--- src/rtl/cs_pkg.sv ---
// Shared types and constants for the CS stream controller.
package cs_pkg;

   localparam int DW  = 8;               // sample width (X)
   localparam int YW  = 10;              // CS result width (Y)
   localparam int WIN = 9;               // CS window length
   localparam int HW  = WIN - 1;         // history ring depth
   localparam int HCW = $clog2(WIN);     // holds history counts 0..HW
   localparam int HIW = $clog2(HW);      // indexes the history ring

   typedef enum logic [2:0] {
      IDLE,
      FILL,
      RUN,
      STALL,
      REPLAY,
      DRAIN
   } state_t;

   typedef struct packed {
      logic valid;
      logic last;
   } tag_t;

endpackage

--- src/rtl/cs_out_fifo.sv ---
// Synchronous result FIFO; the count output feeds the input credit check.
module cs_out_fifo #(
   parameter int W     = 11,
   parameter int DEPTH = 4
) (
   input  logic                       clk,
   input  logic                       reset,
   input  logic                       push,
   input  logic [W-1:0]               push_data,
   input  logic                       pop,
   output logic [W-1:0]               pop_data,
   output logic [$clog2(DEPTH):0]     count
);

   localparam int AW = $clog2(DEPTH);

   logic [W-1:0]  mem [DEPTH];
   logic [AW-1:0] wr_ptr;
   logic [AW-1:0] rd_ptr;

   // storage write; contents need no reset since count gates the head
   always_ff @(posedge clk) begin
      if (push) begin
         mem[wr_ptr] <= push_data;
      end
   end

   // pointer and occupancy tracking; push and pop together leave count unchanged
   always_ff @(posedge clk) begin
      if (reset) begin
         wr_ptr <= '0;
         rd_ptr <= '0;
         count  <= '0;
      end else begin
         if (push) begin
            wr_ptr <= wr_ptr + 1'b1;
         end
         if (pop) begin
            rd_ptr <= rd_ptr + 1'b1;
         end
         unique case ({push, pop})
            2'b10:   count <= count + 1'b1;
            2'b01:   count <= count - 1'b1;
            default: count <= count;
         endcase
      end
   end

   assign pop_data = (count != '0) ? mem[rd_ptr] : '0;

endmodule

--- src/rtl/cs_stream_ctrl.sv ---
// Sequencer feeding the stall-less CS window datapath from a valid/ready
// stream; rebuilds the CS window by replaying history after any gap.
module cs_stream_ctrl
   import cs_pkg::*;
#(
   parameter int CS_LAT      = 1,
   parameter int OFIFO_DEPTH = 4,
   parameter int LENW        = 16
) (
   input  logic            clk,
   input  logic            reset,
   input  logic            start,
   input  logic [LENW-1:0] cfg_len,
   input  logic            in_valid,
   output logic            in_ready,
   input  logic [DW-1:0]   in_data,
   output logic [DW-1:0]   cs_x,
   input  logic [YW-1:0]   cs_y,
   output logic            out_valid,
   input  logic            out_ready,
   output logic [YW-1:0]   out_data,
   output logic            out_last,
   output logic            busy,
   output logic            done,
   output logic            cfg_err
);

   localparam int CW = $clog2(OFIFO_DEPTH) + 1;

   state_t          state;
   state_t          ret_state;
   logic [LENW-1:0] remain;
   logic [HCW-1:0]  hist_cnt;
   logic [HIW-1:0]  rep_idx;
   logic [DW-1:0]   hist [HW];
   tag_t            tag_p [CS_LAT];
   logic [CW-1:0]   fifo_cnt;
   logic [CW-1:0]   inflight;
   logic            credit;
   logic            accept;
   logic            push;
   logic            pop;

   // count result tags still travelling toward the FIFO
   always_comb begin
      inflight = '0;
      for (int i = 0; i < CS_LAT; i++) begin
         inflight = inflight + CW'(tag_p[i].valid);
      end
   end

   // a new sample is only taken if its eventual result is sure to find room
   assign credit   = (CW'(OFIFO_DEPTH) - fifo_cnt) > inflight;
   assign in_ready = ((state == FILL) || (state == RUN)) && credit;
   assign accept   = in_valid && in_ready;
   assign busy     = (state != IDLE);
   assign push     = tag_p[CS_LAT-1].valid;
   assign pop      = out_valid && out_ready;
   assign out_valid = (fifo_cnt != '0);

   // history ring: newest sample at the top, oldest at index 0
   always_ff @(posedge clk) begin
      if (accept) begin
         for (int i = 0; i < HW - 1; i++) begin
            hist[i] <= hist[i+1];
         end
         hist[HW-1] <= in_data;
      end
   end

   // tag pipe aligned with CS latency: marks which cs_y values are real results
   always_ff @(posedge clk) begin
      if (reset) begin
         for (int i = 0; i < CS_LAT; i++) begin
            tag_p[i] <= '0;
         end
      end else begin
         tag_p[0] <= '{valid: accept && (state == RUN),
                       last:  (remain == LENW'(1))};
         for (int i = 1; i < CS_LAT; i++) begin
            tag_p[i] <= tag_p[i-1];
         end
      end
   end

   // frame sequencer with registered cs_x, done and cfg_err
   always_ff @(posedge clk) begin
      if (reset) begin
         state     <= IDLE;
         ret_state <= FILL;
         remain    <= '0;
         hist_cnt  <= '0;
         rep_idx   <= '0;
         cs_x      <= '0;
         done      <= 1'b0;
         cfg_err   <= 1'b0;
      end else begin
         done    <= 1'b0;
         cfg_err <= 1'b0;
         if (accept) begin
            cs_x   <= in_data;
            remain <= remain - 1'b1;
            if (hist_cnt != HCW'(HW)) begin
               hist_cnt <= hist_cnt + 1'b1;
            end
         end
         unique case (state)
            IDLE: begin
               if (start) begin
                  if (cfg_len >= LENW'(WIN)) begin
                     state    <= FILL;
                     remain   <= cfg_len;
                     hist_cnt <= '0;
                  end else begin
                     cfg_err <= 1'b1;
                  end
               end
            end
            FILL: begin
               if (accept) begin
                  if (hist_cnt == HCW'(HW - 1)) begin
                     state <= RUN;
                  end
               end else begin
                  state     <= STALL;
                  ret_state <= FILL;
               end
            end
            RUN: begin
               if (accept) begin
                  if (remain == LENW'(1)) begin
                     state <= DRAIN;
                  end
               end else begin
                  state     <= STALL;
                  ret_state <= RUN;
               end
            end
            STALL: begin
               // CS kept shifting the held cs_x, so its window is stale here
               if (in_valid && credit) begin
                  if (hist_cnt != '0) begin
                     state   <= REPLAY;
                     rep_idx <= HIW'(HCW'(HW) - hist_cnt);
                  end else begin
                     state <= FILL;
                  end
               end
            end
            REPLAY: begin
               cs_x <= hist[rep_idx];
               if (rep_idx == HIW'(HW - 1)) begin
                  state <= ret_state;
               end else begin
                  rep_idx <= rep_idx + 1'b1;
               end
            end
            DRAIN: begin
               if ((inflight == '0) && (fifo_cnt == '0)) begin
                  state <= IDLE;
                  done  <= 1'b1;
               end
            end
            default: state <= IDLE;
         endcase
      end
   end

   cs_out_fifo #(
      .W     (YW + 1),
      .DEPTH (OFIFO_DEPTH)
   ) u_fifo (
      .clk       (clk),
      .reset     (reset),
      .push      (push),
      .push_data ({tag_p[CS_LAT-1].last, cs_y}),
      .pop       (pop),
      .pop_data  ({out_last, out_data}),
      .count     (fifo_cnt)
   );

endmodule

--- config.mk ---
export PLATFORM = sky130hd
export DESIGN_NAME = cs_stream_ctrl
export DESIGN_NICKNAME = d
export VERILOG_FILES = /design/src/rtl/cs_pkg.sv /design/src/rtl/cs_out_fifo.sv /design/src/rtl/cs_stream_ctrl.sv
export SDC_FILE = /design/constraint.sdc
export NUM_CORES = 1
export LEC_CHECK = 0
export ABC_AREA = 1
export BUFFER_PORTS_ARGS = -buffer_cell sky130_fd_sc_hd__buf_2
export CAP_MARGIN = 5
export CORE_MARGIN = 1
export CORE_UTILIZATION = 40
export DETAILED_ROUTE_END_ITERATION = 16
export GPL_TIMING_DRIVEN = 0
export HOLD_SLACK_MARGIN = 0.1
export PLACE_DENSITY_LB_ADDON = 0.15
export SLEW_MARGIN = 20
export SYNTH_ARGS = -nofsm -noshare
export SYNTH_HDL_FRONTEND = slang
export SYNTH_HIERARCHICAL = 1
export SYNTH_SLANG_ARGS = --single-unit
export TNS_END_PERCENT = 100
--- constraint.sdc ---
create_clock -name clk -period 2.3 [get_ports clk]
set_clock_uncertainty 0.15 [all_clocks]
set_input_delay 0.345 -clock clk [delete_from_list [all_inputs] [get_ports clk]]
set_output_delay 0.345 -clock clk [all_outputs]
set_load 0.1 [all_outputs]
==> insert_results.sql, run 1 <==
INSERT INTO impl_metrics (metric_group, metric, value, unit) VALUES
('die', 'core', '0.0173', 'mm²'),
('die', 'die_h', '135', 'µm'),
('die', 'die_area', '0.0183', 'mm²'),
('clocking', 'cts_tree', 'yes', ''),
('placed_design', 'dp.cells', '1038', ''),
('critical_path', 'worst-endpoint-required', '1800', 'ps'),
('yosys', 'ys_dominant_reg_cell', 'sky130_fd_sc_hd__edfxtp_1', ''),
('yosys', 'avgSynthCellArea', '9.46', 'µm²'),
('global_routing', 'global_route_wire_length_before_repair', '26100', 'µm'),
('die', 'ports_placed_on_the_boundary', '63', ''),
('detailed_routing', 'wl', '16600', 'µm'),
('placed_design', 'numPortBuffers', '62', ''),
('timing', 'max_slew_margin', '0.626', ''),
('yosys', 'ffs_w_async_s_r_synth', '0', ''),
('timing', 'min_period_over_period', '0.962', ''),
('finish', 'fin_area', '0.00894', 'mm²'),
('finish', 'most_frequent_standard_cell_in_the_layout_excluding_fill_and_tap_cells', 'sky130_fd_sc_hd__nor2_1', ''),
('detailed_routing', 'detail-route-antenna-nets', '0', ''),
('min_path', 'hp-class', 'primary input to flop', ''),
('yosys', 'synth_top_cells_by_area', 'sky130_fd_sc_hd__edfxtp_1 (46%), sky130_fd_sc_hd__dfxtp_1 (15%), sky130_fd_sc_hd__nor2_1 (7.7%), sky130_fd_sc_hd__nand2_1 (6.9%), sky130_fd_sc_hd__o21ai_0 (4.3%)', ''),
('finish', 'nets', '931', ''),
('pwr', 'power.switching', '5.49', 'mW'),
('detailed_routing', 'routedLengthMet1', '7510', 'µm'),
('timing', 'final-hold-violation-count', '0', ''),
('finish', 'flow.area_growth_from_synthesis', '25.8', '%'),
('critical_path', 'setup.worst_path.class', 'flop to output port', ''),
('timing', 'maxClockFrequency', '452', 'MHz'),
('pwr', 'p_comb_frac', '0.451', ''),
('timing', 'fin_crit', '2210', 'ps'),
('pwr', 'cellLeakagePower', '3.59', 'nW'),
('yosys', 'synth_enable_flop_cells', '108', ''),
('critical_path', 'depth_of_the_worst_register_to_register_path', '14', ''),
('flow_run', 'cap_viol_max_count', '0', ''),
('clocking', 'root_buffer', 'sky130_fd_sc_hd__clkbuf_16', ''),
('yosys', 'gate_count_post_synth', '751', ''),
('placed_design', 'hpwlAfterDp', '10900', 'µm'),
('timing', 'number_of_slew_limit_violations_in_the_final_report', '0', ''),
('timing', 'holdWs', '130', 'ps'),
('detailed_routing', 'number_of_detailed_route_iterations_in_the_first_pass', '4', ''),
('yosys', 'flip_flop_and_latch_count_after_synthesis', '160', ''),
('min_path', 'min_delay_src', 'cfg_len[6]', ''),
('detailed_routing', 'detailroute.wirelength.met3', '640', 'µm'),
('yosys', 'synth.cell_area', '0.00710', 'mm²'),
('finish', 'post_route_cells_drive_above_1_share', '0.175', ''),
('yosys', 'synth_top_area_share', '0.457', ''),
('pwr', 'seqPwrFrac', '0.336', ''),
('detailed_routing', 'vias_per_cell', '4.94', ''),
('die', 'die_w', '135', 'µm'),
('yosys', 'synth_simple_gate_area_frac', '0.192', ''),
('yosys', 'yosysWarnings', '6', ''),
('outcome', 'run_status', 'finished clean', ''),
('timing', 'final_critical_path_setup_slack', '87.3', 'ps'),
('global_routing', 'grt_ovf', '0', ''),
('finish', 'layout.cells.most_common_list', 'sky130_fd_sc_hd__nor2_1 (142), sky130_fd_sc_hd__nand2_1 (129), sky130_fd_sc_hd__edfxtp_1 (108), sky130_fd_sc_hd__inv_1 (63), sky130_fd_sc_hd__o21ai_0 (61)', ''),
('clocking', 'cts_inserted_buffers', '17', ''),
('critical_path', 'peak_fanout_along_the_critical_path', '4', ''),
('yosys', 'yosysSeqAreaShare', '0.603', ''),
('clocking', 'cts-root-to-sink-buffers', '2', ''),
('clocking', 'cts.sink_count', '160', ''),
('timing', 'tightestPinTransition', '560', 'ps'),
('detailed_routing', 'drt_first_iter_violations', '378', ''),
('min_path', 'min_delay_worst_endpoint', 'remain[6]$_SDFF_PP0_', ''),
('global_routing', 'first_global_vias', '5216', ''),
('timing', 'setup_total_negative_slack', '0', 'ps'),
('detailed_routing', 'amount_of_wire_on_met2_after_detailed_routing', '8210', 'µm'),
('finish', 'n_antenna_cell', '0', ''),
('clocking', 'htree_levels', '4', ''),
('clocking', 'clk_pin_slew', '60', 'ps'),
('min_path', 'holdPathStages', '3', ''),
('yosys', 'combinational_family_with_the_most_area_after_synthesis', 'simple AND/OR/NAND/NOR gates', ''),
('pwr', 'powerDensity', '1400', 'mW/mm²');
==> routing by layer <==
layer,track usage,vias up
li1,-,2783
met1,0.240,2605
met2,0.318,104
met3,0.0348,16
met4,0.0605,0
met5,0,-
==> synthesized netlist by cell type, drive strengths merged (2+ instances only) <==
cell type	number
edfxtp	108
o21ai	82
nand2	134
nand3	36
or2	2
clkbuf	12
o211ai	17
a31oi	6
nor3	6
a21oi	38
inv	67
ha	14
nor2	148
nand4	4
dfxtp	52
buf	14
xor2	4
==> worst max-delay path: stages (launching register included) <==
cell,delay [ps]
sky130_fd_sc_hd__dfxtp_4,360
sky130_fd_sc_hd__inv_1,40
sky130_fd_sc_hd__ha_2,180
sky130_fd_sc_hd__ha_4,230
sky130_fd_sc_hd__inv_1,60
sky130_fd_sc_hd__nor2_2,50
sky130_fd_sc_hd__a21oi_2,180
sky130_fd_sc_hd__buf_12,200
==> power by group through the flow <==
stage	Clock, mW	Combinational [mW]	Sequential [mW]
after floorplan	0	3.46	4.62
after global placement	0	4.85	4.23
after detailed placement	0	4.93	4.26
after CTS	2.72	5.21	4.21
after global routing	2.84	6.15	4.28
final	2.67	5.65	4.21
==> how the worst max path moves through the flow <==
| stage | start | endpoint | slack [ps] | cells past startpoint |
|---|---|---|---|---|
| floorplan | u_fifo/count[0]$_SDFFE_PP0P_ | in_ready | -10 | 6 |
| global placement | u_fifo/count[0]$_SDFFE_PP0P_ | remain[9]$_SDFF_PP0_ | -310 | 12 |
| detailed placement | u_fifo/count[1]$_SDFFE_PP0P_ | remain[9]$_SDFF_PP0_ | -370 | 12 |
| CTS | flop | out_data[3] | 1 | 6 |
| global route | u_fifo/count[0]$_SDFFE_PP0P_ | in_ready | -9 | 7 |
| finish | u_fifo/count[1]$_SDFFE_PP0P_ | in_ready | 90 | 7 |
==> cell type report <==
| cell class | count | area (µm²) |
|---|---|---|
| fillers | 1619 | 8360 |
| flip-flops and latches | 160 | 4290 |
| multi-input cells | 498 | 2470 |
| repair buffers | 107 | 897 |
| clock buffers | 18 | 429 |
| well taps | 225 | 282 |
| inverters | 67 | 251 |
| plain buffers | 26 | 184 |
| clock inverters | 14 | 133 |
==> state kept, by name, summed over array words and instances, names as in the netlist, 3 cells and up, named ones only <==
name          cells
cs_x              8
hist             64
hist_cnt          4
remain           16
rep_idx           3
state             3
u_fifo/count      3
u_fifo/mem       44
==> what timing repair did <==
item | 4_1_cts | 5_1_grt
buffers inserted | 1 | 7
gates cloned | 1 | 4
resized for setup | 22 | 19
hold buffers | 32 | 0
endpoints found under the setup margin | 94 | 66
endpoints found under the hold margin | 69 | 0
pin swaps | 1 | 7
==> logic make-up (layout without fill, tap and decap cells) <==
group,count (synthesis),after routing
simple gates,334,334
flops,160,160
compound gates,144,144
buf+inv,93,232
fa+ha+maj,15,15
xor+xnor,5,5
No activity file was read; power rests on OpenSTA's default activity.
==> run 2: changes to the inputs <==
--- a/config.mk
+++ b/config.mk
@@ -8,12 +8,13 @@
 export ABC_AREA = 1
 export BUFFER_PORTS_ARGS = -buffer_cell sky130_fd_sc_hd__buf_2
 export CAP_MARGIN = 5
+export CORE_ASPECT_RATIO = 1.4
 export CORE_MARGIN = 1
 export CORE_UTILIZATION = 40
 export DETAILED_ROUTE_END_ITERATION = 16
 export GPL_TIMING_DRIVEN = 0
 export HOLD_SLACK_MARGIN = 0.1
-export PLACE_DENSITY_LB_ADDON = 0.15
+export PLACE_DENSITY = 0.69
 export SLEW_MARGIN = 20
 export SYNTH_ARGS = -nofsm -noshare
 export SYNTH_HDL_FRONTEND = slang
==> run 2 against run 1 <==
  * Sequential cell count stayed put
  * Clock power is 7% higher
  * Sequential power hardly changed
  * Power is 1.2% lower
  * Global-route usage is 0.63 points lower
  * Hold slack worse by 24 ps
  * Setup slack better by 7.9 ps
  * Register-to-register slack better by 20 ps
  * Count of clock-buffer cells in the layout is 1 lower
  * Combinational power is 5.7% lower
  * Non-clock buffer count is 10 lower
  * Critical endpoint is now out_data[5]
  * Largest cell class unchanged
  * Largest power group unchanged
==> insert_results.sql, run 2 (same netlist as run 1, synthesis figures left out) <==
INSERT INTO impl_metrics (metric_group, metric, value, unit) VALUES
('outcome', 'run_status', 'finished clean', ''),
('die', 'rows', '57', ''),
('clocking', 'htree_levels', '4', ''),
('finish', 'nets', '921', ''),
('global_routing', 'grt_ovf', '0', ''),
('clocking', 'cts.sink_count', '160', ''),
('pwr', 'cellLeakagePower', '3.53', 'nW'),
('critical_path', 'crit_chain', 'inv_2 -> buf_6 -> nand2_1 -> nand2_1 -> nand2_1 -> a21oi_2 -> buf_4', ''),
('critical_path', 'critical_path.endpoint_type', 'output port', ''),
('clocking', 'cts_tree', 'yes', ''),
('finish', 'flip_flop_count_of_the_largest_register_all_copies_and_words_added', '64', ''),
('finish', 'reg.largest.list', 'hist (64), u_fifo/mem (44), remain (16)', ''),
('clocking', 'worstSkewPairLatency', '420', 'ps'),
('finish', 'multi_input_comb_area', '0.00248', 'mm²'),
('finish', 'most_frequent_standard_cell_in_the_layout_excluding_fill_and_tap_cells', 'sky130_fd_sc_hd__nor2_1', ''),
('critical_path', 'worst-path-buf-inv', '3', ''),
('critical_path', 'peak_fanout_along_the_critical_path', '10', ''),
('finish', 'post_layout_nonfiller_instances', '1116', ''),
('die', 'ports_placed_on_the_boundary', '63', ''),
('timing', 'unrepaired_setup_endpoints_after_global_routing', 'no', ''),
('placed_design', 'dp_worst_setup_slack', '-323', 'ps'),
('finish', 'fin_area', '0.00882', 'mm²'),
('detailed_routing', 'route.detailed.drc', '0', ''),
('clocking', 'cts-root-to-sink-buffers', '2', ''),
('finish', 'top_register', 'hist', ''),
('detailed_routing', 'count_of_vias_placed_by_the_detailed_router', '5444', ''),
('detailed_routing', 'vias_per_cell', '4.88', ''),
('detailed_routing', 'drt_first_iter_violations', '303', ''),
('timing', 'final_critical_path_setup_slack', '95.2', 'ps'),
('die', 'core', '0.0174', 'mm²'),
('critical_path', 'crit_arrival', '1710', 'ps'),
('detailed_routing', 'wl', '15600', 'µm'),
('die', 'die_h', '160', 'µm'),
('finish', 'post_route_cells_drive_above_1_share', '0.174', ''),
('timing', 'fin_crit', '2200', 'ps'),
('timing', 'tightestPinTransition', '534', 'ps'),
('critical_path', 'setup.worst_path.class', 'flop to output port', ''),
('global_routing', 'global_route_wire_length_before_repair', '25500', 'µm'),
('finish', 'flow.area_growth_from_synthesis', '24.2', '%'),
('timing', 'final-hold-violation-count', '0', ''),
('global_routing', 'grt.total_usage', '0.181', ''),
('finish', 'n_antenna_cell', '0', ''),
('timing', 'max_slew_margin', '0.644', ''),
('global_routing', 'first_global_vias', '5262', ''),
('flow_run', 'cap_viol_max_count', '0', ''),
('placed_design', 'placed_area', '0.00772', 'mm²'),
('critical_path', 'worstSetupStartpointType', 'flop', ''),
('timing', 'setup_viol', '0', ''),
('detailed_routing', 'post_drt_wl_per_cell', '14.0', 'µm'),
('timing', 'maxClockFrequency', '454', 'MHz'),
('die', 'die_area', '0.0183', 'mm²'),
('detailed_routing', 'detail-route-antenna-nets', '0', ''),
('clocking', 'cts_inserted_buffers', '17', ''),
('die', 'die_w', '115', 'µm'),
('detailed_routing', 'number_of_detailed_route_iterations_in_the_first_pass', '5', ''),
('timing', 'min_period_over_period', '0.959', ''),
('critical_path', 'critPathMostFrequentCell', 'sky130_fd_sc_hd__nand2_1', ''),
('finish', 'fill_cells', '1635', ''),
('global_routing', 'antenna_violations_before_repair', '0', ''),
('placed_design', 'place.gp.congestion', '0.859', ''),
('min_path', 'hp-class', 'primary input to flop', ''),
('finish', 'layout.cells.most_common_list', 'sky130_fd_sc_hd__nor2_1 (142), sky130_fd_sc_hd__nand2_1 (129), sky130_fd_sc_hd__edfxtp_1 (108), sky130_fd_sc_hd__inv_1 (61), sky130_fd_sc_hd__o21ai_0 (60)', ''),
('critical_path', 'critical-path-top-delay-family', 'buffers and inverters', ''),
('critical_path', 'slowest_delay', '370', 'ps'),
('finish', 'register_area', '0.00429', 'mm²'),
('die', 'initial_util', '0.408', ''),
('timing', 'number_of_slew_limit_violations_in_the_final_report', '0', ''),
('clocking', 'clk_pin_slew', '60', 'ps'),
('pwr', 'powerDensity', '1400', 'mW/mm²'),
('critical_path', 'critical-path-slowest-cell', 'sky130_fd_sc_hd__dfxtp_1', ''),
('placed_design', 'dp.cells', '1049', ''),
('critical_path', 'worst-endpoint-required', '1800', 'ps'),
('clocking', 'root_buffer', 'sky130_fd_sc_hd__clkbuf_16', ''),
('global_routing', 'grt_start_max_net_pins', '38', ''),
('pwr', 'peakVddDrop', '0.756', 'mV'),
('placed_design', 'hpwlAfterDp', '10600', 'µm'),
('placed_design', 'numPortBuffers', '62', '');
[run 2: report_power, final]
| part | switching, mW | internal (mW) |
|---|---|---|
| clock network | 1.22 | 1.63 |
| logic | 3.83 | 1.50 |
| registers | 0.377 | 3.82 |
| total | 5.42 | 6.95 |
[run 2: stage by stage]
| stage | util | hold slack [ps] | setup TNS [ps] | total power, mW |
|---|---|---|---|---|
| floorplan | - | 262 | -11.5 | 8.08 |
| global placement | 0.444 | 272 | -13730 | 9.04 |
| detailed placement | 0.444 | 277 | -15530 | 9.14 |
| CTS | 0.500 | 102 | 0 | 12.2 |
| global route | 0.507 | 122 | 0 | 13.1 |
| finish | 0.507 | 106 | 0 | 12.4 |
[run 2: tightest hold or removal path: cells and delay by family]
family / cells / cell delay, ps
AO/OA/AOI/OAI: 2 / 210
buffers and inverters: 1 / 90
[run 2: final cells by class]
type	instances	share of cell area
sequential	160	0.486
multi-input combinational	498	0.281
timing repair buffer	97	0.0837
clock buffer	17	0.0482
tap	236	0.0335
inverter	67	0.0285
buffer	26	0.0196
clock inverter	15	0.0194
[run 2: repair_timing]
item,CTS,global route
hold endpoints to repair,67,0
buffers inserted,1,2
gates cloned,1,1
gates resized for setup,22,21
pin swaps,2,5
hold buffers,30,0
endpoints found under the setup margin,86,36
[run 2: final timing paths]
check	startpoint	endpoint	slack [ps]	cells after the start
min reg2reg	hist[6][7]$_DFFE_PP_	hist[5][7]$_DFFE_PP_	290	0
max	flop	out_data[5]	100	7
min	cfg_len[6]	remain[6]$_SDFF_PP0_	110	3
max reg2reg	u_fifo/count[0]$_SDFFE_PP0P_	hist[0][3]$_DFFE_PP_	160	10
[run 2: routing by layer]
metal,part of all wire,GRT usage,up-vias,wire [µm]
li1,-,-,2766,-
met1,0.41,0.209,2542,6460
met2,0.53,0.326,119,8330
met3,0.037,0.0338,17,574
met4,0.017,0.0702,0,262
met5,0,0,-,0
==> run 3: changes to the inputs <==
--- a/config.mk
+++ b/config.mk
@@ -12,7 +12,6 @@
 export CORE_MARGIN = 1
 export CORE_UTILIZATION = 40
 export DETAILED_ROUTE_END_ITERATION = 16
-export GPL_TIMING_DRIVEN = 0
 export HOLD_SLACK_MARGIN = 0.1
 export PLACE_DENSITY = 0.69
 export SLEW_MARGIN = 20
==> run 3 against run 2 <==
  * Fmax shrank 0.13%
  * Setup slack lost 2.8 ps
  * Sequential power hardly changed
  * Cell count unchanged
  * Critical path depth unchanged
  * Global-route usage fell by 0.71 points
  * Core utilization increased by 0.99 points
  * Critical path type unchanged
  * Clock power increased by 4%
  * Non-clock buffer count did not move
  * Highest routed layer unchanged
  * Cell area grew 1.9%
  * First-iteration DRC count decreased by 14%
==> insert_results.sql, run 3 (same netlist as run 1, synthesis figures left out) <==
INSERT INTO impl_metrics (metric_group, metric, value, unit) VALUES
('clocking', 'cts-root-to-sink-buffers', '2', ''),
('detailed_routing', 'number_of_detailed_route_iterations_in_the_first_pass', '5', ''),
('finish', 'flow.area_growth_from_synthesis', '26.6', '%'),
('pwr', 'p_comb_frac', '0.438', ''),
('die', 'die_h', '160', 'µm'),
('critical_path', 'depth_of_the_worst_register_to_register_path', '14', ''),
('clocking', 'worstSkewPairLatency', '420', 'ps'),
('clocking', 'cts_tree', 'yes', ''),
('critical_path', 'r2r_start', 'u_fifo/count[0]$_SDFFE_PP0P_', ''),
('timing', 'final_critical_path_setup_slack', '92.4', 'ps'),
('detailed_routing', 'detail-route-antenna-nets', '0', ''),
('critical_path', 'peak_fanout_along_the_critical_path', '2', ''),
('critical_path', 'worst-path-buf-inv', '3', ''),
('die', 'die_area', '0.0183', 'mm²'),
('detailed_routing', 'count_of_vias_placed_by_the_detailed_router', '5419', ''),
('timing', 'min_period_over_period', '0.960', ''),
('critical_path', 'critical-path-top-delay-family', 'adder cells', ''),
('finish', 'reg.largest.list', 'hist (64), u_fifo/mem (44), remain (16)', ''),
('critical_path', 'worst-endpoint-required', '1800', 'ps'),
('critical_path', 'worstSetupStartpointType', 'flop', ''),
('placed_design', 'dp.cells', '1045', ''),
('pwr', 'share_clk_of_total_power', '0.233', ''),
('placed_design', 'dp_worst_setup_slack', '28.0', 'ps'),
('detailed_routing', 'vias_per_cell', '4.86', ''),
('critical_path', 'slowest_delay', '320', 'ps'),
('timing', 'setup_viol', '0', ''),
('die', 'rows', '57', ''),
('detailed_routing', 'post_drt_wl_per_cell', '13.5', 'µm'),
('timing', 'final-hold-violation-count', '0', ''),
('critical_path', 'crit-reg2reg-capture', 'cs_x[2]$_SDFFE_PP0P_', ''),
('global_routing', 'grt_ovf', '0', ''),
('timing', 'tightestPinTransition', '578', 'ps'),
('finish', 'layout.cells.most_common_list', 'sky130_fd_sc_hd__nor2_1 (144), sky130_fd_sc_hd__nand2_1 (131), sky130_fd_sc_hd__edfxtp_1 (108), sky130_fd_sc_hd__inv_1 (62), sky130_fd_sc_hd__o21ai_0 (61)', ''),
('critical_path', 'critical-path-slowest-cell', 'sky130_fd_sc_hd__dfxtp_2', ''),
('flow_run', 'cap_viol_max_count', '0', ''),
('critical_path', 'crit_cells', '7', ''),
('global_routing', 'first_global_vias', '5169', ''),
('die', 'core', '0.0174', 'mm²'),
('pwr', 'pint', '7.32', 'mW'),
('clocking', 'clk_pin_slew', '70', 'ps'),
('critical_path', 'cp-endpoint', 'in_ready', ''),
('finish', 'most_frequent_standard_cell_in_the_layout_excluding_fill_and_tap_cells', 'sky130_fd_sc_hd__nor2_1', ''),
('finish', 'fill_cells', '1615', ''),
('min_path', 'hp-class', 'primary input to flop', ''),
('timing', 'max_slew_margin', '0.614', ''),
('placed_design', 'place.gp.congestion', '0.852', ''),
('pwr', 'powerDensity', '1410', 'mW/mm²'),
('global_routing', 'antenna_violations_before_repair', '0', ''),
('clocking', 'root_buffer', 'sky130_fd_sc_hd__clkbuf_16', ''),
('clocking', 'cts.sink_count', '160', ''),
('placed_design', 'hpwlAfterDp', '9890', 'µm'),
('pwr', 'switching_share', '0.424', ''),
('critical_path', 'setup.worst_path.class', 'flop to output port', ''),
('critical_path', 'crit_start', 'u_fifo/count[0]$_SDFFE_PP0P_', ''),
('pwr', 'power.switching', '5.38', 'mW'),
('critical_path', 'crit_chain', 'inv_1 -> ha_2 -> ha_1 -> inv_1 -> nor2_1 -> a21oi_2 -> buf_12', ''),
('pwr', 'peakVddDrop', '0.895', 'mV'),
('global_routing', 'grt_start_max_net_pins', '41', ''),
('die', 'die_w', '115', 'µm'),
('die', 'ports_placed_on_the_boundary', '63', ''),
('global_routing', 'global_route_wire_length_before_repair', '24800', 'µm'),
('outcome', 'run_status', 'finished clean', ''),
('critical_path', 'critPathMostFrequentCell', 'sky130_fd_sc_hd__inv_1', ''),
('detailed_routing', 'wl', '15000', 'µm'),
('finish', 'top_register', 'hist', ''),
('placed_design', 'numPortBuffers', '62', ''),
('pwr', 'totalPowerFinal', '12.7', 'mW'),
('finish', 'nets', '922', ''),
('detailed_routing', 'drt_first_iter_violations', '261', ''),
('timing', 'number_of_slew_limit_violations_in_the_final_report', '0', ''),
('pwr', 'cellLeakagePower', '3.62', 'nW'),
('finish', 'post_layout_nonfiller_instances', '1116', ''),
('pwr', 'seqPwrFrac', '0.330', ''),
('finish', 'post_route_cells_drive_above_1_share', '0.181', ''),
('die', 'initial_util', '0.408', ''),
('clocking', 'cts_inserted_buffers', '17', ''),
('critical_path', 'crit_arrival', '1710', 'ps'),
('timing', 'maxClockFrequency', '453', 'MHz'),
('timing', 'fin_crit', '2210', 'ps'),
('critical_path', 'critical_path.endpoint_type', 'output port', ''),
('clocking', 'htree_levels', '4', ''),
('finish', 'flip_flop_count_of_the_largest_register_all_copies_and_words_added', '64', ''),
('global_routing', 'grt.total_usage', '0.174', ''),
('critical_path', 'timing.reg2reg.setup_slack', '140', 'ps'),
('finish', 'n_antenna_cell', '0', ''),
('detailed_routing', 'route.detailed.drc', '0', ''),
('timing', 'unrepaired_setup_endpoints_after_global_routing', 'no', '');
-- run 3: cell types whose count changed in the layout (fill, tap and decap cells not counted), sizes merged --
| cell | before | now |
|---|---|---|
| buf | 80 | 92 |
| clkbuf | 30 | 19 |
| bufinv | 2 | 3 |
| dlygate4sd3 | 30 | 29 |
| inv | 75 | 74 |
-- run 3: stage by stage --
stage                     setup TNS [ps]  hold WS, ps   util  cell area (µm²)
after detailed placement               0          277  0.456             7940
after CTS                              0          101  0.511             8900
after global routing                   0          135  0.517             8990
final                                  0          110  0.517             8990
after floorplan                    -11.5          262      -             7110
after global placement                 0          272  0.456             7940
-- run 3: metal layers --
layer	global-route usage	routed length (µm)	vias up	share of wire
met5	0	0	-	0
met4	0.0744	259	0	0.017
met3	0.0288	379	19	0.025
met2	0.312	8030	91	0.53
met1	0.202	6360	2536	0.42
li1	-	-	2773	-
-- run 3: power groups by stage --
stage | combinational, mW | sequential, mW | clock, mW
4_1_cts | 5.44 | 4.19 | 3.01
5_1_grt | 6.06 | 4.27 | 3.12
3_3_place_gp | 5.29 | 4.21 | 0
3_5_place_dp | 5.34 | 4.24 | 0
6_report | 5.56 | 4.19 | 2.96
2_1_floorplan | 3.46 | 4.62 | 0
-- run 3: tightest hold or removal path: cells and delay by family --
family | cells | cell delay (ps)
AO/OA/AOI/OAI | 1 | 70
buffers and inverters | 2 | 130
AND/OR/NAND/NOR | 2 | 110
-- run 3: cell type report --
class	instances	area [µm²]	share of cell area
Clock buffer	17	425	0.0473
Timing Repair inverter	1	7.51	0.000835
Multi-Input combinational cell	498	2430	0.271
Timing Repair Buffer	123	1090	0.121
Tap cell	236	295	0.0328
Sequential cell	160	4290	0.477
Clock inverter	14	195	0.0217
Inverter	67	258	0.0287
-- run 3: how the worst min path moves through the flow --
stage                                              from               endpoint  slack, ps  depth (start not counted)
after detailed placement           hist[2][1]$_DFFE_PP_   hist[1][1]$_DFFE_PP_        280                          0
after floorplan           u_fifo/rd_ptr[1]$_SDFFE_PP0P_                   flop        260                          1
after global routing                        cfg_len[10]  remain[10]$_SDFF_PP0_        140                          5
final                                       cfg_len[10]  remain[10]$_SDFF_PP0_        110                          5
after global placement             hist[5][0]$_DFFE_PP_   hist[4][0]$_DFFE_PP_        270                          0
after CTS                                    cfg_len[7]   remain[7]$_SDFF_PP0_        100                          3
-- run 3: repair_timing --
action,4_1_cts,5_1_grt
endpoints found under the hold margin,66,0
gates cloned,1,2
endpoints found under the setup margin,7,23
hold buffers,29,0
setup buffers,4,4
gates resized for setup,7,6
pin swaps,1,3
